### src/rtl/vm2002.sv
// VM2002 vending machine: 8-slot stock/price table, coin credit and one-cycle registered results.
// Supplier loads take priority over purchases; coin credit is evaluated before purchase checks.
package vm2002_pkg;
  typedef enum logic [2:0] {
    COIN_NONE = 3'd0,
    NICKEL    = 3'd1,
    DIME      = 3'd2,
    QUARTER   = 3'd3,
    DOLLAR    = 3'd4
  } coin_t;

  typedef logic [7:0]  items_t;
  typedef logic [2:0]  item_t;
  typedef logic [15:0] cost_t;

  typedef enum logic [2:0] {
    IDLE    = 3'd0,
    CREDIT  = 3'd1,
    VEND    = 3'd2,
    EMPTY   = 3'd3,
    NOFUNDS = 3'd4,
    SERVICE = 3'd5,
    ERROR   = 3'd6
  } status_t;
endpackage

module vm2002
  import vm2002_pkg::*;
(
  input  logic        clk,
  input  logic        rst,
  input  coin_t       coins,
  input  items_t      buttons,
  input  logic        select,
  input  item_t       item,
  input  logic [3:0]  count,
  input  cost_t       cost,
  input  logic        valid,
  output logic [2:0]  product,
  output status_t     status,
  output logic [15:0] balance,
  output logic [7:0]  info
);

  logic [3:0]  stock_q [8];
  logic [3:0]  stock_d [8];
  cost_t       cost_q  [8];
  cost_t       cost_d  [8];
  logic [15:0] balance_q, balance_d;
  logic [2:0]  product_q, product_d;
  status_t     status_q,  status_d;
  logic [7:0]  info_q,    info_d;

  logic [15:0] coin_val;
  logic        coin_bad;
  logic [16:0] coin_sum;
  logic        coin_err;
  logic [15:0] bal_cred;
  logic        onehot;
  item_t       sel_idx;
  logic        event_hit;

  always_comb begin
    coin_val = '0;
    coin_bad = 1'b0;
    case (coins)
      COIN_NONE: coin_val = 16'd0;
      NICKEL:    coin_val = 16'd5;
      DIME:      coin_val = 16'd10;
      QUARTER:   coin_val = 16'd25;
      DOLLAR:    coin_val = 16'd100;
      default:   coin_bad = 1'b1;
    endcase
  end

  assign coin_sum = {1'b0, balance_q} + {1'b0, coin_val};
  assign coin_err = coin_bad | coin_sum[16];
  assign bal_cred = coin_err ? balance_q : coin_sum[15:0];
  assign onehot   = $onehot(buttons);

  always_comb begin
    sel_idx = '0;
    for (int i = 0; i < 8; i++) begin
      if (buttons[i]) sel_idx = item_t'(i);
    end
  end

  always_comb begin
    stock_d   = stock_q;
    cost_d    = cost_q;
    balance_d = bal_cred;
    product_d = product_q;
    info_d    = info_q;
    status_d  = status_q;
    event_hit = 1'b1;

    if (valid) begin
      stock_d[item] = count;
      cost_d[item]  = cost;
      status_d      = SERVICE;
    end else if (coin_err) begin
      // A rejected coin also blocks any purchase attempted in the same cycle.
      status_d = ERROR;
    end else if (select) begin
      if (!onehot) begin
        status_d = ERROR;
      end else if (stock_q[sel_idx] == 4'd0) begin
        status_d = EMPTY;
      end else if (bal_cred < cost_q[sel_idx]) begin
        status_d = NOFUNDS;
      end else begin
        balance_d        = bal_cred - cost_q[sel_idx];
        stock_d[sel_idx] = stock_q[sel_idx] - 4'd1;
        product_d        = sel_idx;
        status_d         = VEND;
      end
    end else begin
      event_hit = 1'b0;
    end

    if (!event_hit) status_d = (balance_d != 16'd0) ? CREDIT : IDLE;

    if (valid) begin
      info_d = {1'b0, item, count};
    end else if (onehot) begin
      info_d = {1'b0, sel_idx, stock_d[sel_idx]};
    end
  end

  always_ff @(posedge clk or negedge rst) begin
    if (!rst) begin
      for (int i = 0; i < 8; i++) begin
        stock_q[i] <= '0;
        cost_q[i]  <= '0;
      end
      balance_q <= '0;
      product_q <= '0;
      status_q  <= IDLE;
      info_q    <= '0;
    end else begin
      stock_q   <= stock_d;
      cost_q    <= cost_d;
      balance_q <= balance_d;
      product_q <= product_d;
      status_q  <= status_d;
      info_q    <= info_d;
    end
  end

  assign product = product_q;
  assign status  = status_q;
  assign balance = balance_q;
  assign info    = info_q;

endmodule

### config.mk
export PLATFORM = sky130hd
export DESIGN_NAME = vm2002
export DESIGN_NICKNAME = d
export VERILOG_FILES = /design/src/rtl/vm2002.sv
export SDC_FILE = /design/constraint.sdc
export NUM_CORES = 1
export LEC_CHECK = 0
export CAP_MARGIN = 20
export CORE_ASPECT_RATIO = 0.7
export CORE_MARGIN = 2
export CORE_UTILIZATION = 50
export CTS_CLUSTER_DIAMETER = 30
export DETAILED_ROUTE_END_ITERATION = 8
export PLACE_DENSITY = 0.68
export SLEW_MARGIN = 40
export SYNTH_ARGS = -nofsm -noshare
export SYNTH_HDL_FRONTEND = slang
export SYNTH_SLANG_ARGS = --single-unit
### constraint.sdc
create_clock -name clk -period 9.13 [get_ports clk]
set_input_delay 0.913 -clock clk [delete_from_list [all_inputs] [get_ports clk]]
set_output_delay 0.913 -clock clk [all_outputs]
set_load 0.05 [all_outputs]
Yosys cells after proc, flatten, opt, wreduce, memory -nomap -nowiden
Index checks and enable logic that the tools add are counted.

word-level totals
  input bits = 38
  output and inout port bits = 30
  word-level logic and storage cells = 109
  register bits = 190

cells by class
  mux-type cells = 53
  add/sub/neg operators = 10
  eq/ne operators = 6
  bitwise gates (word level) = 7
  $lt $le $gt $ge = 5
  reduce and logical (&&, ||, !) cells = 8

operators with widths
  kind                                                                          number
  32-bit two-way mux                                                            6
  16-bit two-way mux                                                            10
  128-bit bitwise mux                                                           1
  32-bit bitwise mux                                                            2
  16-bit binary-select mux with 3-bit select                                    1
  16-bit demux with 3-bit select                                                1
  3-bit two-way mux                                                             13
  7-bit one-hot mux with 4 select lines                                         1
  4-bit binary-select mux with 3-bit select                                     2
  4-bit demux with 3-bit select                                                 2
  4-bit two-way mux                                                             6
  16-bit by 16-bit adder with 17-bit output                                     1
  16-bit less-than comparator                                                   1
  8-bit two-way mux                                                             2
  16-bit nonzero test                                                           1
  16-bit subtractor                                                             1
  1-bit by 1-bit adder with 2-bit output                                        4
  4-bit greater-or-equal comparator, second input constant                      2
  4-bit by 1-bit less-than comparator with 1-bit output, second input constant  2
  3-bit NOT with 4-bit output                                                   2
  2-bit by 2-bit adder with 3-bit output                                        2
  3-bit by 2-bit == test with 1-bit output, second input constant               2
  1-bit two-way mux                                                             6
  6-bit AND reduction                                                           1
  13 further kinds                                                              17

Logic depth before layout (Yosys ltp)
  word-level depth = 24
  gate-level depth with buffers = 29
  mapped depth without buffers = 22

Worst setup path before layout
OpenSTA, ideal clock, no wires.

  path kind = input port to flip-flop
  from = in coins[0]
  to = reg info_q[0], in the netlist info[0]
  data required time = 8.997 ns
  buffers on the path = 4
  arrival time = 5.659 ns
  cell stages on the path = 24
  path slack = 3.338 ns
  setup time = 0.133 ns
  cell sequence = nor2b_1 > ha_1 > fa_1 > a211oi_1 > or3_1 > a21o_1 > clkbuf_1 > mux2_2 > ha_1 > o21ai_0 > o21bai_1 > a21oi_1 > o21ba_2 > nand3_1 > nand4_1 > a221o_1 > buf_2 > or2_1 > buf_2 > buf_6 > o32ai_2 > a311oi_1 > a2111oi_2 > a31oi_1

on the way
  longest elaborated chain between the ends = 17
  elaborated cells on any way between the ends = 23
  classes of those cells = 1 x add/sub; 1 x order compare; 4 x eq/ne; 14 x mux; 1 x bitwise; 2 x reduce/logical

ends and longest elaborated chain
  element                                                                                RTL line  RTL
  from (decl)                                                                            32        input coin_t coins,
  3-bit == test (tied with other cells)                                                  66        case (coins)
  7-bit one-hot mux with 4 select lines / 5-bit OR reduction (equally long branches)     --
  16-bit by 16-bit adder with 17-bit output / 1-bit two-way mux (equally long branches)  76, 66
  1-bit OR                                                                               77        assign coin_err = coin_bad | coin_sum[16];
  16-bit two-way mux                                                                     78        assign bal_cred = coin_err ? balance_q : coin_sum[15:0];
  16-bit less-than comparator                                                            109       end else if (bal_cred < cost_q[sel_idx]) begin
  32-bit two-way mux                                                                     109
  32-bit two-way mux                                                                     107       end else if (stock_q[sel_idx] == 4'd0) begin
  32-bit two-way mux                                                                     105       if (!onehot) begin
  32-bit two-way mux                                                                     104       end else if (select) begin
  32-bit two-way mux *                                                                   101       end else if (coin_err) begin
  32-bit two-way mux *                                                                   97        if (valid) begin
  4-bit binary-select mux with 3-bit select *                                            126       info_d = {1'b0, sel_idx, stock_d[sel_idx]};
  4-bit two-way mux (implied by the code) * (2 in series)                                126
  8-bit two-way mux *                                                                    125       end else if (onehot) begin
  8-bit two-way mux *                                                                    123       if (valid) begin
  to (signal assigned)                                                                   146       info_q <= info_d;
  to (decl)                                                                              52        logic [7:0] info_q, info_d;

Mark *: on every way between the ends. The rest lies on a longest branch, timed or not. The select of a mux whose other input is x is not followed.
A chain may end at the register's enable or synchronous reset.

Worst setup path after layout
  from = in coins[1]
  to = reg status_q[0], in the netlist status[0]

on the way
  longest elaborated chain between the ends = 15
  elaborated cells on any way between the ends = 27
  classes of those cells = 2 x add/sub; 1 x order compare; 5 x eq/ne; 15 x mux; 1 x bitwise; 3 x reduce/logical

ends and longest elaborated chain
  element                                                                                RTL line  RTL
  3-bit == test (tied with other cells)                                                  66
  7-bit one-hot mux with 4 select lines / 5-bit OR reduction (equally long branches)     --
  16-bit by 16-bit adder with 17-bit output / 1-bit two-way mux (equally long branches)  76, 66
  1-bit OR                                                                               77
  16-bit two-way mux                                                                     78
  16-bit subtractor / 16-bit less-than comparator (equally long branches)                112, 109
  16-bit two-way mux                                                                     109
  16-bit two-way mux                                                                     107
  16-bit two-way mux                                                                     105
  16-bit two-way mux                                                                     104
  16-bit two-way mux                                                                     101
  16-bit two-way mux                                                                     97
  16-bit nonzero test                                                                    121       if (!event_hit) status_d = (balance_d != 16'd0) ? CREDIT : IDLE;
  1-bit two-way mux                                                                      121
  3-bit two-way mux                                                                      121
  to (signal assigned)                                                                   145       status_q <= status_d;
  to (decl)                                                                              51        status_t status_q, status_d;

Several ways; a longest one is shown, not always the timed one.

==> results.md <==
- Post_cts resized: 0
- Seq cells post-synth: 189
- Top post-synthesis cells by area: dfrtp_1 (42%), nand2_1 (14%), mux2_2 (4.1%)
- Max VDD drop: 158 uV
- Top-count cell post-synth: nand2_1
- Tcrit/Tclk final: 78.1%
- Async S/R FF share, synth: 100%
- Die ar.: 23700 um2
- Slew @ Worst Pin: 1.00 ns
- Register area: 4730 um2
- Routed met1 length: 17100 um
- Setup bufs post-CTS: 0
- Sw frac: 41.0%
- Crit path capture type: flip-flop
- 1st-iter DRT viols: 1564
- DRC: 0
- Top-area cell type share of the netlist area: 42.1%
- CTS max path bufs: 2
- Setup TNS: 0 ns
- I/O Buffers: 66
- Avg WL per Cell: 22.2 um
- Ys Warns: 0
- Critical R2R Launch: balance[0]
- Layout Utilization: 58.4%
- GR Overflow Total: 0
- Layout Skew: 0.00907 ns
- Core area: 21800 um2
- Clk pwr share: 23.1%
- Initial antenna violation count: 0
- Setup slack after layout: 2.00 ns
- Nets: 1435
- Routed wire length: 36900 um
- Slew HR: 32.7%
- CTS tree: built
- Syn nets: 1407
- Sequential cell area fraction in the yosys report: 42.1%
- Worst Hold Class: flip-flop to flip-flop
- Crit-path cells: clkdlybuf4s50_1, nor2b_1, nor2b_1, fa_1, a211oi_1, or3_1, a21oi_1, mux2i_1, ha_1, inv_1, fa_1, a211oi_1, o21bai_1, a21oi_1, o21ba_2, nand3_1, nand4_1, a221o_1, or2_1, nand4_1, a211oi_1, and4b_1, a41oi_1
- First-pass DRT Iterations: 6
- RSZ-0062 raised after global routing: false
- Dpl hpwl: 25000 um
- Final Max Slew Viols: 0
- Htree depth: 4
- Remaining antenna violation count: 0
- Metal3 WL: 4260 um
- Pwr Density: 260 nW/um2
- Cell area after synthesis: 11200 um2
- F_max: 0.140 GHz
- Combinational share of power: 41.8%
- Int Power: 1.95 mW
- GPL Wtd Cong: 0.998
- Lkg Pwr: 5.74 nW
- Worst EP arrival: 7.43 ns
- Rows: 45
- Non-filler cells, final: 1662
- Max cap viols: 0
- Root buf cell: clkbuf_16
- Cts hold-fix bufs: 0
- Post-Synthesis Cells: 1339
- Clk sinks: 189
- Number of distinct library cells after synthesis: 89
- CP startpoint kind: input port
- Switching pwr: 1.35 mW
- Vias in the first global route: 9569
- Largest area contributor in the netlist: dfrtp_1
- Die width: 183 um
- Critical path's largest stage delay: 0.62 ns
- Placed Instances: 1630
- Slowest cell on the critical path: or2_1
- P&R area growth vs syn: 13.6%
- Top Layer Used: met4
- Final setup viols: 0
- N_diodes: 0
- CTS Buf Count: 17
- Synth Area per Inst: 8.38 um2
- CP dominant cell by count: a211oi_1
- Clk_lat worst skew: 0.45 ns
- Worst slack at placement: 1.72 ns
- Die Y: 129 um
- Area of the multi-input gates: 6030 um2
- Total GRT Usage: 32.2%
- Critical Path Start: coins[1]
- Ys flop type: dfrtp_1
- Reg clk slew, reported paths: 0.07 ns
- Detail Route met2 WL: 14600 um
- Share of cells above drive strength 1: 10.3%
- Final Hold Vio Count: 0
- Hold path start: cost_q[102]
- DR vias/cell: 6.25
- Sequential power share: 35.1%
- Largest net degree at the start of global routing: 77
- Worst Path Class, Setup: input port to flip-flop
- Post-synth EDFFs: 0
- Starting density of the core: 51.4%
- CP Max Fanout: 17
- Worst EP required: 9.43 ns
- DR vias: 10400
- Power, Total: 3.31 mW
- Filler instances: 1947
- Synth top cells by count: nand2_1 (417), dfrtp_1 (189), nor2_1 (88)
- Global-route wire length before repair: 57300 um
- Outcome: complete, no violations
- # IOs: 68
- Final worst path period need: 7.13 ns
[worst paths after layout]
path | to | slack, ns | cells past startpoint
setup / recovery | status[0] | 2.00 | 23
hold / removal | cost_q[102] | 0.47 | 2
setup reg to reg | status[0] | 2.72 | 19
hold reg to reg | cost_q[102] | 0.47 | 2
max in group asynchronous | cost_q[34] | 6.94 | 3
min in group asynchronous | cost_q[91] | 0.49 | 1
[stage by stage]
step	cell area, um2	hold slack, ns
finish	12700	0.475
global route	12700	0.496
CTS	12700	0.476
detailed placement	12100	0.455
global placement	12100	0.453
floorplan	11200	0.438
[power groups by stage]
stage,clock network (mW),logic [mW],registers (mW)
after global placement,0,1.33,1.17
after CTS,0.770,1.35,1.15
after detailed placement,0,1.35,1.17
after floorplan,0,0.820,1.28
final,0.764,1.38,1.16
after global routing,0.808,1.51,1.18
[cell usage in the layout, fill, tap and decap left out, drive strengths merged, types with 6 or more instances in the layout]
cell type / synthesis / layout
clkbuf: 64 / 22
o21ai: 51 / 51
nand4: 7 / 7
mux2: 43 / 43
inv: 39 / 43
fa: 6 / 6
dfrtp: 189 / 189
xnor2: 20 / 20
nand3: 20 / 20
a21oi: 70 / 70
o21a: 10 / 10
buf: 22 / 29
o22ai: 8 / 8
nor2: 91 / 91
a211oi: 22 / 22
ha: 24 / 24
o221ai: 11 / 11
nor3: 34 / 34
a2111oi: 6 / 6
a221o: 15 / 15
nor2b: 8 / 8
a31oi: 11 / 11
and2: 8 / 8
clkdlybuf4s50: 0 / 65
xor2: 6 / 6
mux2i: 15 / 15
and3: 9 / 9
a221oi: 13 / 13
nand2: 418 / 418
nand2b: 8 / 8
[worst max-delay path: cells and delay by family]
kind	cells	cell delay (ns)
fa+ha+maj	3	0.90
buf+inv	2	0.57
simple gates	8	2.30
mux	1	0.37
compound gates	9	2.36
[registers in the layout, summed over array words and instances, names as in the netlist]
register	flops
status	3
stock_q	32
info	7
cost_q	128
balance	16
product	3
[area by class of cell]
| class | count | area share (%) |
|---|---|---|
| flip-flops and latches | 189 | 37.1 |
| inverters | 40 | 1.18 |
| repair buffers | 95 | 6.96 |
| clock inverters | 11 | 0.991 |
| clock buffers | 21 | 3.69 |
| well taps | 282 | 2.77 |
| multi-input cells | 1024 | 47.3 |
[cells by family after synthesis]
group | Yosys count | synth area share (%)
muxes | 59 | 5.89
other | 1 | 0.0334
xor gates and xnor gates | 26 | 2.03
buffers and inverters | 126 | 4.67
AOI/OAI and AO/OA | 274 | 17.2
and+or+nand+nor | 632 | 24.1
DFF | 189 | 42.1
adders and majority gates | 32 | 3.92
[routing by layer]
metal	vias up	GRT usage, %
li1	4684	-
met1	5014	49.7
met2	606	43.9
met3	78	7.95
met4	0	10.5
met5	-	0
Note: power is estimated with default switching activity, not from simulation.
